File: src/rtl/bf16_pkg.sv
// ============================================================================
// bf16_pkg : shared widths, error codes and FSM state type for the bf16 units
// Rev 1.0  : initial release
// ============================================================================
`default_nettype none

package bf16_pkg;

  localparam int BF16_W      = 16;
  localparam int BF16_EXP_W  = 8;
  localparam int BF16_FRAC_W = 7;
  localparam int BF16_ERR_W  = 2;
  localparam int EXP_BIAS    = 127;

  localparam logic [BF16_ERR_W-1:0] ERR_NONE = 2'b00;
  localparam logic [BF16_ERR_W-1:0] ERR_OVF  = 2'b01;
  localparam logic [BF16_ERR_W-1:0] ERR_UNF  = 2'b10;
  localparam logic [BF16_ERR_W-1:0] ERR_NAN  = 2'b11;

  localparam logic [BF16_EXP_W-1:0]  EXP_ONES = 8'hFF;
  localparam logic [BF16_FRAC_W-1:0] NAN_FRAC = 7'h40;

  typedef enum logic [1:0] {
    ST_IDLE = 2'd0,
    ST_CALC = 2'd1,
    ST_DONE = 2'd2
  } state_t;

endpackage

`default_nettype wire

File: src/rtl/bf16_classify.sv
// ============================================================================
// bf16_classify : combinational NaN/Inf/zero decoder (exp=0 counts as zero)
// Rev 1.0       : initial release
// ============================================================================
`default_nettype none

module bf16_classify #(
  parameter int EXP_WIDTH  = 8,
  parameter int FRAC_WIDTH = 7
) (
  input  logic [EXP_WIDTH-1:0]  i_exp,
  input  logic [FRAC_WIDTH-1:0] i_frac,
  output logic                  o_is_nan,
  output logic                  o_is_inf,
  output logic                  o_is_zero
);

  logic w_exp_ones;
  logic w_frac_zero;

  assign w_exp_ones  = &i_exp;
  assign w_frac_zero = ~|i_frac;
  assign o_is_nan    = w_exp_ones & ~w_frac_zero;
  assign o_is_inf    = w_exp_ones & w_frac_zero;
  assign o_is_zero   = ~|i_exp;

endmodule

`default_nettype wire

File: src/rtl/bf16_div_seq.sv
// ============================================================================
// bf16_div_seq : iterative restoring bf16 divider, one quotient bit per cycle.
// Optional macro FP_DIV_ROUND_EN adds a guard iteration and round-to-nearest-even.
// Rev 1.0      : initial release
// ============================================================================
`default_nettype none

module bf16_div_seq
  import bf16_pkg::*;
#(
  parameter int DATA_WIDTH  = BF16_W,
  parameter int EXP_WIDTH   = BF16_EXP_W,
  parameter int FRAC_WIDTH  = BF16_FRAC_W,
  parameter int ERROR_WIDTH = BF16_ERR_W
) (
  input  logic                   clk,
  input  logic                   rst,
  input  logic                   in_valid,
  output logic                   in_ready,
  input  logic [DATA_WIDTH-1:0]  dividend,
  input  logic [DATA_WIDTH-1:0]  divisor,
  output logic                   out_valid,
  input  logic                   out_ready,
  output logic [DATA_WIDTH-1:0]  quot,
  output logic [ERROR_WIDTH-1:0] error
);

  localparam int MANT_W = FRAC_WIDTH + 1;
  localparam int REM_W  = FRAC_WIDTH + 2;
`ifdef FP_DIV_ROUND_EN
  localparam int NITER  = FRAC_WIDTH + 3;
`else
  localparam int NITER  = FRAC_WIDTH + 2;
`endif
  localparam int XW     = EXP_WIDTH + 2;

  localparam logic [3:0]             c_cnt_init = 4'(NITER - 1);
  localparam logic signed [XW-1:0]   c_bias     = XW'(EXP_BIAS);
  localparam logic signed [XW-1:0]   c_exp_max  = XW'((1 << EXP_WIDTH) - 1);
  localparam logic signed [XW-1:0]   c_exp_zero = '0;
  localparam logic signed [XW-1:0]   c_one      = XW'(1);

  state_t                   r_state, w_state_next;
  logic [REM_W-1:0]         r_rem;
  logic [MANT_W-1:0]        r_div;
  logic [NITER-2:0]         r_q;
  logic [3:0]               r_cnt;
  logic signed [XW-1:0]     r_exp;
  logic                     r_sign;
  logic [DATA_WIDTH-1:0]    r_quot;
  logic [ERROR_WIDTH-1:0]   r_err;

  logic                     w_sign;
  logic [EXP_WIDTH-1:0]     w_e1, w_e2;
  logic [FRAC_WIDTH-1:0]    w_f1, w_f2;
  logic                     w_nan1, w_inf1, w_zero1, w_nan2, w_inf2, w_zero2;
  logic                     w_special;
  logic [DATA_WIDTH-1:0]    w_spec_quot;
  logic [ERROR_WIDTH-1:0]   w_spec_err;

  logic                     w_ge, w_hi, w_last;
  logic [REM_W-1:0]         w_diff, w_rem_next;
  logic [NITER-1:0]         w_q_next;
  logic [FRAC_WIDTH-1:0]    w_frac, w_frac_fin;
  logic signed [XW-1:0]     w_exp, w_exp_fin;
  logic [DATA_WIDTH-1:0]    w_res_quot;
  logic [ERROR_WIDTH-1:0]   w_res_err;
`ifdef FP_DIV_ROUND_EN
  logic                     w_guard, w_sticky;
  logic [FRAC_WIDTH:0]      w_frac_sum;
`endif

  assign w_sign = dividend[DATA_WIDTH-1] ^ divisor[DATA_WIDTH-1];
  assign w_e1   = dividend[DATA_WIDTH-2 -: EXP_WIDTH];
  assign w_e2   = divisor[DATA_WIDTH-2 -: EXP_WIDTH];
  assign w_f1   = dividend[FRAC_WIDTH-1:0];
  assign w_f2   = divisor[FRAC_WIDTH-1:0];

  bf16_classify #(.EXP_WIDTH(EXP_WIDTH), .FRAC_WIDTH(FRAC_WIDTH)) u_cls_dividend (
    .i_exp(w_e1), .i_frac(w_f1), .o_is_nan(w_nan1), .o_is_inf(w_inf1), .o_is_zero(w_zero1)
  );

  bf16_classify #(.EXP_WIDTH(EXP_WIDTH), .FRAC_WIDTH(FRAC_WIDTH)) u_cls_divisor (
    .i_exp(w_e2), .i_frac(w_f2), .o_is_nan(w_nan2), .o_is_inf(w_inf2), .o_is_zero(w_zero2)
  );

  // Special-case priority: NaN-producing cases first, then inf/x, x/0, 0/x or x/inf.
  always_comb begin
    w_special   = 1'b1;
    w_spec_quot = '0;
    w_spec_err  = ERR_NONE;
    if (w_nan1 || w_nan2 || (w_zero1 && w_zero2) || (w_inf1 && w_inf2)) begin
      w_spec_quot = {w_sign, EXP_ONES, NAN_FRAC};
      w_spec_err  = ERR_NAN;
    end else if (w_inf1) begin
      w_spec_quot = {w_sign, EXP_ONES, {FRAC_WIDTH{1'b0}}};
    end else if (w_zero2) begin
      w_spec_quot = {w_sign, EXP_ONES, {FRAC_WIDTH{1'b0}}};
      w_spec_err  = ERR_OVF;
    end else if (w_zero1 || w_inf2) begin
      w_spec_quot = {w_sign, {(DATA_WIDTH-1){1'b0}}};
    end else begin
      w_special   = 1'b0;
    end
  end

  // One restoring step; on the last step the full quotient is normalised directly.
  always_comb begin
    w_ge       = r_rem >= {1'b0, r_div};
    w_diff     = w_ge ? (r_rem - {1'b0, r_div}) : r_rem;
    w_rem_next = w_diff << 1;
    w_q_next   = {r_q, w_ge};
    w_last     = (r_cnt == 4'd0);
    w_hi       = w_q_next[NITER-1];
    w_frac     = w_hi ? w_q_next[NITER-2 -: FRAC_WIDTH] : w_q_next[NITER-3 -: FRAC_WIDTH];
    w_exp      = w_hi ? r_exp : (r_exp - c_one);
`ifdef FP_DIV_ROUND_EN
    w_guard    = w_hi ? w_q_next[NITER-2-FRAC_WIDTH] : w_q_next[NITER-3-FRAC_WIDTH];
    w_sticky   = (w_hi && w_q_next[0]) || (w_diff != '0);
    w_frac_sum = {1'b0, w_frac} + {{FRAC_WIDTH{1'b0}}, (w_guard && (w_sticky || w_frac[0]))};
    w_frac_fin = w_frac_sum[FRAC_WIDTH-1:0];
    w_exp_fin  = w_exp + (w_frac_sum[FRAC_WIDTH] ? c_one : c_exp_zero);
`else
    w_frac_fin = w_frac;
    w_exp_fin  = w_exp;
`endif
    w_res_quot = {r_sign, w_exp_fin[EXP_WIDTH-1:0], w_frac_fin};
    w_res_err  = ERR_NONE;
    if (w_exp_fin >= c_exp_max) begin
      w_res_quot = {r_sign, EXP_ONES, {FRAC_WIDTH{1'b0}}};
      w_res_err  = ERR_OVF;
    end else if (w_exp_fin <= c_exp_zero) begin
      w_res_quot = {r_sign, {(DATA_WIDTH-1){1'b0}}};
      w_res_err  = ERR_UNF;
    end
  end

  always_ff @(posedge clk) begin
    if (rst) r_state <= ST_IDLE;
    else     r_state <= w_state_next;
  end

  always_comb begin
    w_state_next = r_state;
    case (r_state)
      ST_IDLE: if (in_valid) w_state_next = w_special ? ST_DONE : ST_CALC;
      ST_CALC: if (w_last)   w_state_next = ST_DONE;
      ST_DONE: if (out_ready) w_state_next = ST_IDLE;
      default: w_state_next = ST_IDLE;
    endcase
  end

  always_ff @(posedge clk) begin
    if (rst) begin
      r_rem  <= '0;
      r_div  <= '0;
      r_q    <= '0;
      r_cnt  <= '0;
      r_exp  <= '0;
      r_sign <= 1'b0;
      r_quot <= '0;
      r_err  <= ERR_NONE;
    end else begin
      case (r_state)
        ST_IDLE: begin
          if (in_valid) begin
            r_sign <= w_sign;
            if (w_special) begin
              r_quot <= w_spec_quot;
              r_err  <= w_spec_err;
            end else begin
              r_rem <= {1'b0, 1'b1, w_f1};
              r_div <= {1'b1, w_f2};
              r_q   <= '0;
              r_cnt <= c_cnt_init;
              r_exp <= $signed({2'b00, w_e1}) - $signed({2'b00, w_e2}) + c_bias;
            end
          end
        end
        ST_CALC: begin
          r_rem <= w_rem_next;
          r_q   <= w_q_next[NITER-2:0];
          r_cnt <= r_cnt - 4'd1;
          if (w_last) begin
            r_quot <= w_res_quot;
            r_err  <= w_res_err;
          end
        end
        default: ;
      endcase
    end
  end

  assign in_ready  = (r_state == ST_IDLE);
  assign out_valid = (r_state == ST_DONE);
  assign quot      = r_quot;
  assign error     = r_err;

endmodule

`default_nettype wire

File: config.mk
export PLATFORM = sky130hd
export DESIGN_NAME = bf16_div_seq
export DESIGN_NICKNAME = d
export VERILOG_FILES = /design/src/rtl/bf16_pkg.sv /design/src/rtl/bf16_classify.sv /design/src/rtl/bf16_div_seq.sv
export SDC_FILE = /design/constraint.sdc
export NUM_CORES = 1
export LEC_CHECK = 0
export BUFFER_PORTS_ARGS = -buffer_cell sky130_fd_sc_hd__buf_2
export CORE_MARGIN = 2
export CORE_UTILIZATION = 30
export CTS_CLUSTER_SIZE = 28
export DETAILED_ROUTE_END_ITERATION = 7
export SLEW_MARGIN = 5
export SYNTH_ARGS = -nofsm -noshare
export SYNTH_HDL_FRONTEND = slang
export SYNTH_HIERARCHICAL = 1
export SYNTH_SLANG_ARGS = --single-unit
File: constraint.sdc
create_clock -name clk -period 3.1 [get_ports clk]
set_input_delay 0.62 -clock clk [delete_from_list [all_inputs] [get_ports clk]]
set_output_delay 0.62 -clock clk [all_outputs]
set_load 0.01 [all_outputs]
# Word level (Yosys, flattened, before mapping)
# Index checks and enable logic that the tools add are counted.
# classes
n_mux,40
n_eq_ne,7
n_addsub,5
reduce_logical,24
n_bitwise,6
magnitude_cmp,3
# op_table
op,n
16-bit two-way mux,7
16-bit case mux with 2 select lines,1
15-bit two-way mux,2
8-bit two-way mux,3
2-bit two-way mux,10
9-bit two-way mux,2
9-bit case mux with 2 select lines,1
8-bit case mux with 2 select lines,1
8-bit AND reduction,2
8-bit OR reduction,2
7-bit OR reduction,2
"9-bit by 8-bit adder with 10-bit output, second input constant",1
"10-bit by 9-bit greater-or-equal comparator with 1-bit output, second input constant",1
"10-bit by 1-bit <= comparator with 1-bit output, second input constant",1
10-bit two-way mux,1
"10-bit by 2-bit subtractor with 10-bit output, second input constant",1
9-bit by 8-bit greater-or-equal comparator with 1-bit output,1
3-bit AND reduction,3
8-bit by 8-bit subtractor with 9-bit output,1
4-bit two-way mux,2
4-bit case mux with 2 select lines,1
8-bit subtractor,1
7-bit two-way mux,1
1-bit two-way mux,6
other kinds (18),31
# totals
word_cells,94
register_bits,60
output_inout_bits,20

# Logic depth before layout (Yosys ltp)
# depth
word_depth,11
depth_mapped,10

# Hierarchy
# The synthesis kept the hierarchy.
# by_module_without_submodules
mod,instances,cells_per_inst,area_each_um2
bf16_div_seq,1,492,4058.9
bf16_classify,2,11,76.3

# Worst setup path after synthesis
# No wires, ideal clock.
# synth_timing
path_type,input port to flip-flop
from,in dividend[2]
to,reg r_rem[8]
t_required_ns,3.013
n_path_buf,2
stages,9
arrival_ns,2.671
path_slack_ns,0.342
cell_sequence,or4_1 -> nor4_2 -> nor4_1 -> a31oi_1 -> or2_1 -> clkbuf_1 -> buf_1 -> nand3_1 -> o31ai_1
# synth_via
elab_chain_len,8
elab_cells_between_ends,12
# synth_rtl
element,line,text
from (decl),bf16_div_seq.sv:20,"input logic [DATA_WIDTH-1:0] dividend,"
7-bit OR reduction *,bf16_classify.sv:22,assign w_frac_zero = ~|i_frac;
1-bit logical NOT *,bf16_classify.sv:22,
1-bit bitwise AND *,bf16_classify.sv:24,assign o_is_inf = w_exp_ones & w_frac_zero;
via w_inf1,bf16_div_seq.sv:56,"logic w_nan1, w_inf1, w_zero1, w_nan2, w_inf2, w_zero2;"
1-bit logical AND,bf16_div_seq.sv:92,if (w_nan1 || w_nan2 || (w_zero1 && w_zero2) || (w_inf1 && w_inf2)) begin
1-bit logical OR,bf16_div_seq.sv:92,
1-bit two-way mux *,bf16_div_seq.sv:92,
2-bit inequality test (no line) *,n/a,
3-bit AND reduction (no line) *,n/a,
to (signal assigned),bf16_div_seq.sv:172,"r_rem <= {1'b0, 1'b1, w_f1};"
to (signal assigned),bf16_div_seq.sv:181,r_rem <= w_rem_next;
to (decl),bf16_div_seq.sv:44,logic [REM_W-1:0] r_rem;
# Mark *: on every way through the listed nets, which the timed path passes. The rest lies on a longest branch.
# A chain may end at the register's enable or synchronous reset.

# Final worst setup path
# layout_timing
from,in dividend[2]
to,reg r_rem[2]
# Same word-level chain as after synthesis.

==> flow_results.xml <==
<?xml version="1.0" encoding="UTF-8"?>
<metrics>
  <group name="outcome">
    <metric name="run_status" unit="">completed</metric>
  </group>
  <group name="pwr">
    <metric name="ir_worst_vdd" unit="uV">296.6</metric>
    <metric name="share_clk_of_total_power" unit="">0.343</metric>
    <metric name="combPwrFrac" unit="">0.354</metric>
    <metric name="sequentialPowerShare" unit="">0.303</metric>
    <metric name="cell_internal_pwr" unit="mW">2.079</metric>
    <metric name="p_sw" unit="mW">1.106</metric>
    <metric name="power.share.switching" unit="">0.3473</metric>
    <metric name="power.density" unit="nW/um^2">638.4</metric>
    <metric name="power.leakage" unit="nW">1.921</metric>
  </group>
  <group name="placement">
    <metric name="port_buffers" unit="">55</metric>
    <metric name="dp_hpwl" unit="um">8825</metric>
    <metric name="gp_congestion" unit="">0.8116</metric>
    <metric name="place_inst" unit="">733</metric>
    <metric name="placedInstanceArea" unit="sq um">4661</metric>
  </group>
  <group name="die">
    <metric name="placementRows" unit="">43</metric>
    <metric name="die_y" unit="um">122.5</metric>
    <metric name="floorplan.die_area" unit="sq um">15000</metric>
    <metric name="die-width" unit="um">122.5</metric>
    <metric name="boundaryPins" unit="">56</metric>
    <metric name="floorplan.initialDensity" unit="">0.3058</metric>
    <metric name="design.core.area" unit="sq um">13770</metric>
  </group>
  <group name="layout">
    <metric name="area.growth.synth_to_final" unit="%">18.48</metric>
    <metric name="area.sequential" unit="sq um">1201</metric>
    <metric name="num-fill-cells" unit="">1493</metric>
    <metric name="design_area" unit="sq um">4990</metric>
    <metric name="fin_nets" unit="">622</metric>
    <metric name="antennaDiodeCount" unit="">0</metric>
    <metric name="final-instance-count-excl-fill" unit="">749</metric>
    <metric name="multiInputGateArea" unit="sq um">2749</metric>
    <metric name="final_layout_size_suffix_gt1_frac" unit="">0.2021</metric>
  </group>
  <group name="global_route">
    <metric name="grt_antenna_before_repair" unit="">0</metric>
    <metric name="grt_start_max_net_pins" unit="">40</metric>
    <metric name="grt_pass1_wl" unit="um">18220</metric>
    <metric name="gr_overflow_total" unit="">0</metric>
    <metric name="grtUsageTotal" unit="">0.1523</metric>
    <metric name="grt_pass1_vias" unit="">3807</metric>
  </group>
  <group name="job">
    <metric name="count_of_maximum_capacitance_violations" unit="">0</metric>
  </group>
  <group name="route">
    <metric name="routed_wl" unit="um">11240</metric>
    <metric name="residual_drc" unit="">0</metric>
    <metric name="route.detailed.vias_per_inst" unit="">5.280</metric>
    <metric name="drtAntennaViolNets" unit="">0</metric>
    <metric name="post_drt_wl_per_cell" unit="um">15.01</metric>
    <metric name="drtPass1Iterations" unit="">5</metric>
    <metric name="detailedRoute.firstIterationViolations" unit="">254</metric>
    <metric name="vias" unit="">3955</metric>
  </group>
  <group name="worst_setup_path">
    <metric name="worst_path_largest_cell_delay" unit="ns">0.54</metric>
    <metric name="worst_path_dominant_cell_family" unit="">simple AND/OR/NAND/NOR gates</metric>
    <metric name="worst_ep_required_time" unit="ns">3.33</metric>
    <metric name="library_cell_contributing_the_largest_single_delay_on_the_critical_path" unit="">sky130_fd_sc_hd__or4_1</metric>
    <metric name="crit_chain" unit="">buf_2 &gt; or4_1 &gt; nor4_2 &gt; nor4_1 &gt; a31oi_1 &gt; or2_1 &gt; or3_1 &gt; o211ai_1 &gt; a221oi_1</metric>
    <metric name="endpoint_kind" unit="">register</metric>
    <metric name="critPathLaunchType" unit="">primary input</metric>
    <metric name="cp_max_fo" unit="">12</metric>
    <metric name="path_buf_inv" unit="">1</metric>
    <metric name="critical_path_arrival" unit="ns">2.99</metric>
    <metric name="worst-setup-path-type" unit="">in2reg</metric>
  </group>
  <group name="logic_synthesis">
    <metric name="nets_in_the_synthesized_netlist" unit="">572</metric>
    <metric name="synth_edf_count" unit="">0</metric>
    <metric name="yosysWarnings" unit="">6</metric>
    <metric name="synth.lib_cells_used.distinct" unit="">75</metric>
    <metric name="synthesis.area_per_instance" unit="sq um">8.194</metric>
    <metric name="synth_top_area_cell" unit="">sky130_fd_sc_hd__dfxtp_1</metric>
    <metric name="ys_top_cells_by_count" unit="">sky130_fd_sc_hd__dfxtp_1, sky130_fd_sc_hd__nor2_1, sky130_fd_sc_hd__nand2_1</metric>
    <metric name="synth.yosys.seq_area_share" unit="">0.2852</metric>
    <metric name="syn_inst_count" unit="">514</metric>
    <metric name="ys_top_cells_by_area" unit="">sky130_fd_sc_hd__dfxtp_1, sky130_fd_sc_hd__ha_1, sky130_fd_sc_hd__nor2_1</metric>
    <metric name="synthesis.area" unit="sq um">4212</metric>
    <metric name="postSynth.asyncResetShare" unit="">0</metric>
    <metric name="synth_top_cell_area_share" unit="">0.2852</metric>
    <metric name="ys_seq_elements" unit="">60</metric>
    <metric name="yosysMostFrequentCell" unit="">sky130_fd_sc_hd__dfxtp_1</metric>
    <metric name="postSynth.topFlopCell" unit="">sky130_fd_sc_hd__dfxtp_1</metric>
  </group>
  <group name="timing">
    <metric name="timing_hold_violations_final" unit="">0</metric>
    <metric name="timing_worst_slew_pin_value" unit="ns">0.6085</metric>
    <metric name="tns" unit="ns">0</metric>
    <metric name="post-route-period-util" unit="">0.8904</metric>
    <metric name="setup_viol_count_final" unit="">0</metric>
    <metric name="final-max-slew-violation-count" unit="">0</metric>
    <metric name="clock_skew" unit="ns">0.005306</metric>
    <metric name="clock.fmax" unit="MHz">362.3</metric>
    <metric name="rsz0062_at_grt" unit="">no</metric>
    <metric name="slew_headroom" unit="">0.5906</metric>
    <metric name="finalWorstPathRequiredPeriod" unit="ns">2.760</metric>
  </group>
  <group name="cts">
    <metric name="cts_buffer_depth" unit="">2</metric>
    <metric name="tritoncts" unit="">built</metric>
    <metric name="cts_hold_buf" unit="">0</metric>
    <metric name="clkSlewWorstSetupHoldPaths" unit="ns">0.05</metric>
    <metric name="clock_tree.htree_level_count" unit="">3</metric>
    <metric name="clock_sink_count" unit="">60</metric>
    <metric name="clk-insertion-delay-late" unit="ns">0.33</metric>
    <metric name="cts_made_buffers" unit="">9</metric>
    <metric name="root_buffer_cell" unit="">sky130_fd_sc_hd__clkbuf_16</metric>
    <metric name="post_cts_resized" unit="">0</metric>
    <metric name="cts.repair_timing.setup_buffer_count" unit="">0</metric>
  </group>
  <group name="hold_path">
    <metric name="holdCritPathClass" unit="">reg2reg</metric>
  </group>
</metrics>
power by group through the flow:
stage / registers [mW] / clock network [mW] / logic, mW
floorplan: 0.947 / 0 / 0.865
global placement: 0.975 / 0 / 1.10
detailed placement: 0.978 / 0 / 1.12
CTS: 0.963 / 1.11 / 1.13
global route: 0.977 / 1.15 / 1.25
finish: 0.965 / 1.09 / 1.13
metrics by stage:
stage                       util  total power [mW]  worst slack, ns  hold slack [ns]
after floorplan                -             1.812           0.3420           0.4353
after global placement    0.3384             2.070           0.1166           0.4492
after detailed placement  0.3384             2.099         0.008181           0.4491
after CTS                 0.3623             3.199           0.3519           0.4558
after global routing      0.3623             3.383           0.1312           0.4798
final                     0.3623             3.186           0.3397           0.4552
layout by cell type, fill, tap and decap left out, drive strengths merged, types with 6 or more instances in the layout:
cell and instances:
o21a 6, inv 34, clkbuf 13, nand4 8
buf 66, ha 20, a21oi 25, or4 9
a21o 7, dfxtp 60, nor3 20, nand2b 11
o21ai 13, o211ai 10, and2 6, mux2i 8
a22oi 11, xnor2 15, nor2b 8, o41ai 7
nand3 16, nor4 13, a211oi 14, nand2 43
nor2 48, a221oi 7, a31oi 7
flip-flops by register name (all words and copies together), names as in the netlist:
register / count
r_rem: 9
quot: 16
r_cnt: 4
r_div: 8
r_state: 2
r_sign: 1
r_q: 8
error: 2
r_exp: 10
cells by family (layout without fill, tap and decap cells):
logic type,after synthesis,count (layout),synth area share
flops,60,60,0.2852
mux,8,8,0.01901
xor+xnor,20,20,0.04159
compound gates,140,140,0.2632
fa+ha+maj,22,22,0.06892
simple gates,203,203,0.2600
buf+inv,61,116,0.06209
metal layers:
metal  routed length, um  track usage  part of all wire
met2                5054       0.2510              0.45
met5                   0            0                 0
met1                5421       0.2002              0.48
met4                  99      0.03664            0.0088
met3                 666      0.03717             0.059
worst paths after layout:
check,from,end,slack [ns],depth (start not counted)
setup reg to reg,r_exp[0]$_SDFFE_PP0P_,quot[12]$_SDFFE_PP0P_,0.49,8
hold reg to reg,r_div[5]$_SDFFE_PP0P_,r_div[5]$_SDFFE_PP0P_,0.46,2
setup / recovery,dividend[2],r_rem[2]$_SDFFE_PP0P_,0.34,9
hold / removal,r_div[5]$_SDFFE_PP0P_,r_div[5]$_SDFFE_PP0P_,0.46,2
worst min-delay path: stages, from the launching register on:
cell and delay, ns:
sky130_fd_sc_hd__dfxtp_1 0.30, sky130_fd_sc_hd__nand2_1 0.05, sky130_fd_sc_hd__a21oi_1 0.05
final cells by class:
cell class	count	area share
tap	180	0.04514
inverter	34	0.02558
clock inverter	3	0.01379
clock buffer	13	0.05216
multi-input combinational	393	0.5509
sequential	60	0.2407
timing repair buffer	66	0.07172
(Power assumes the default switching activity.)
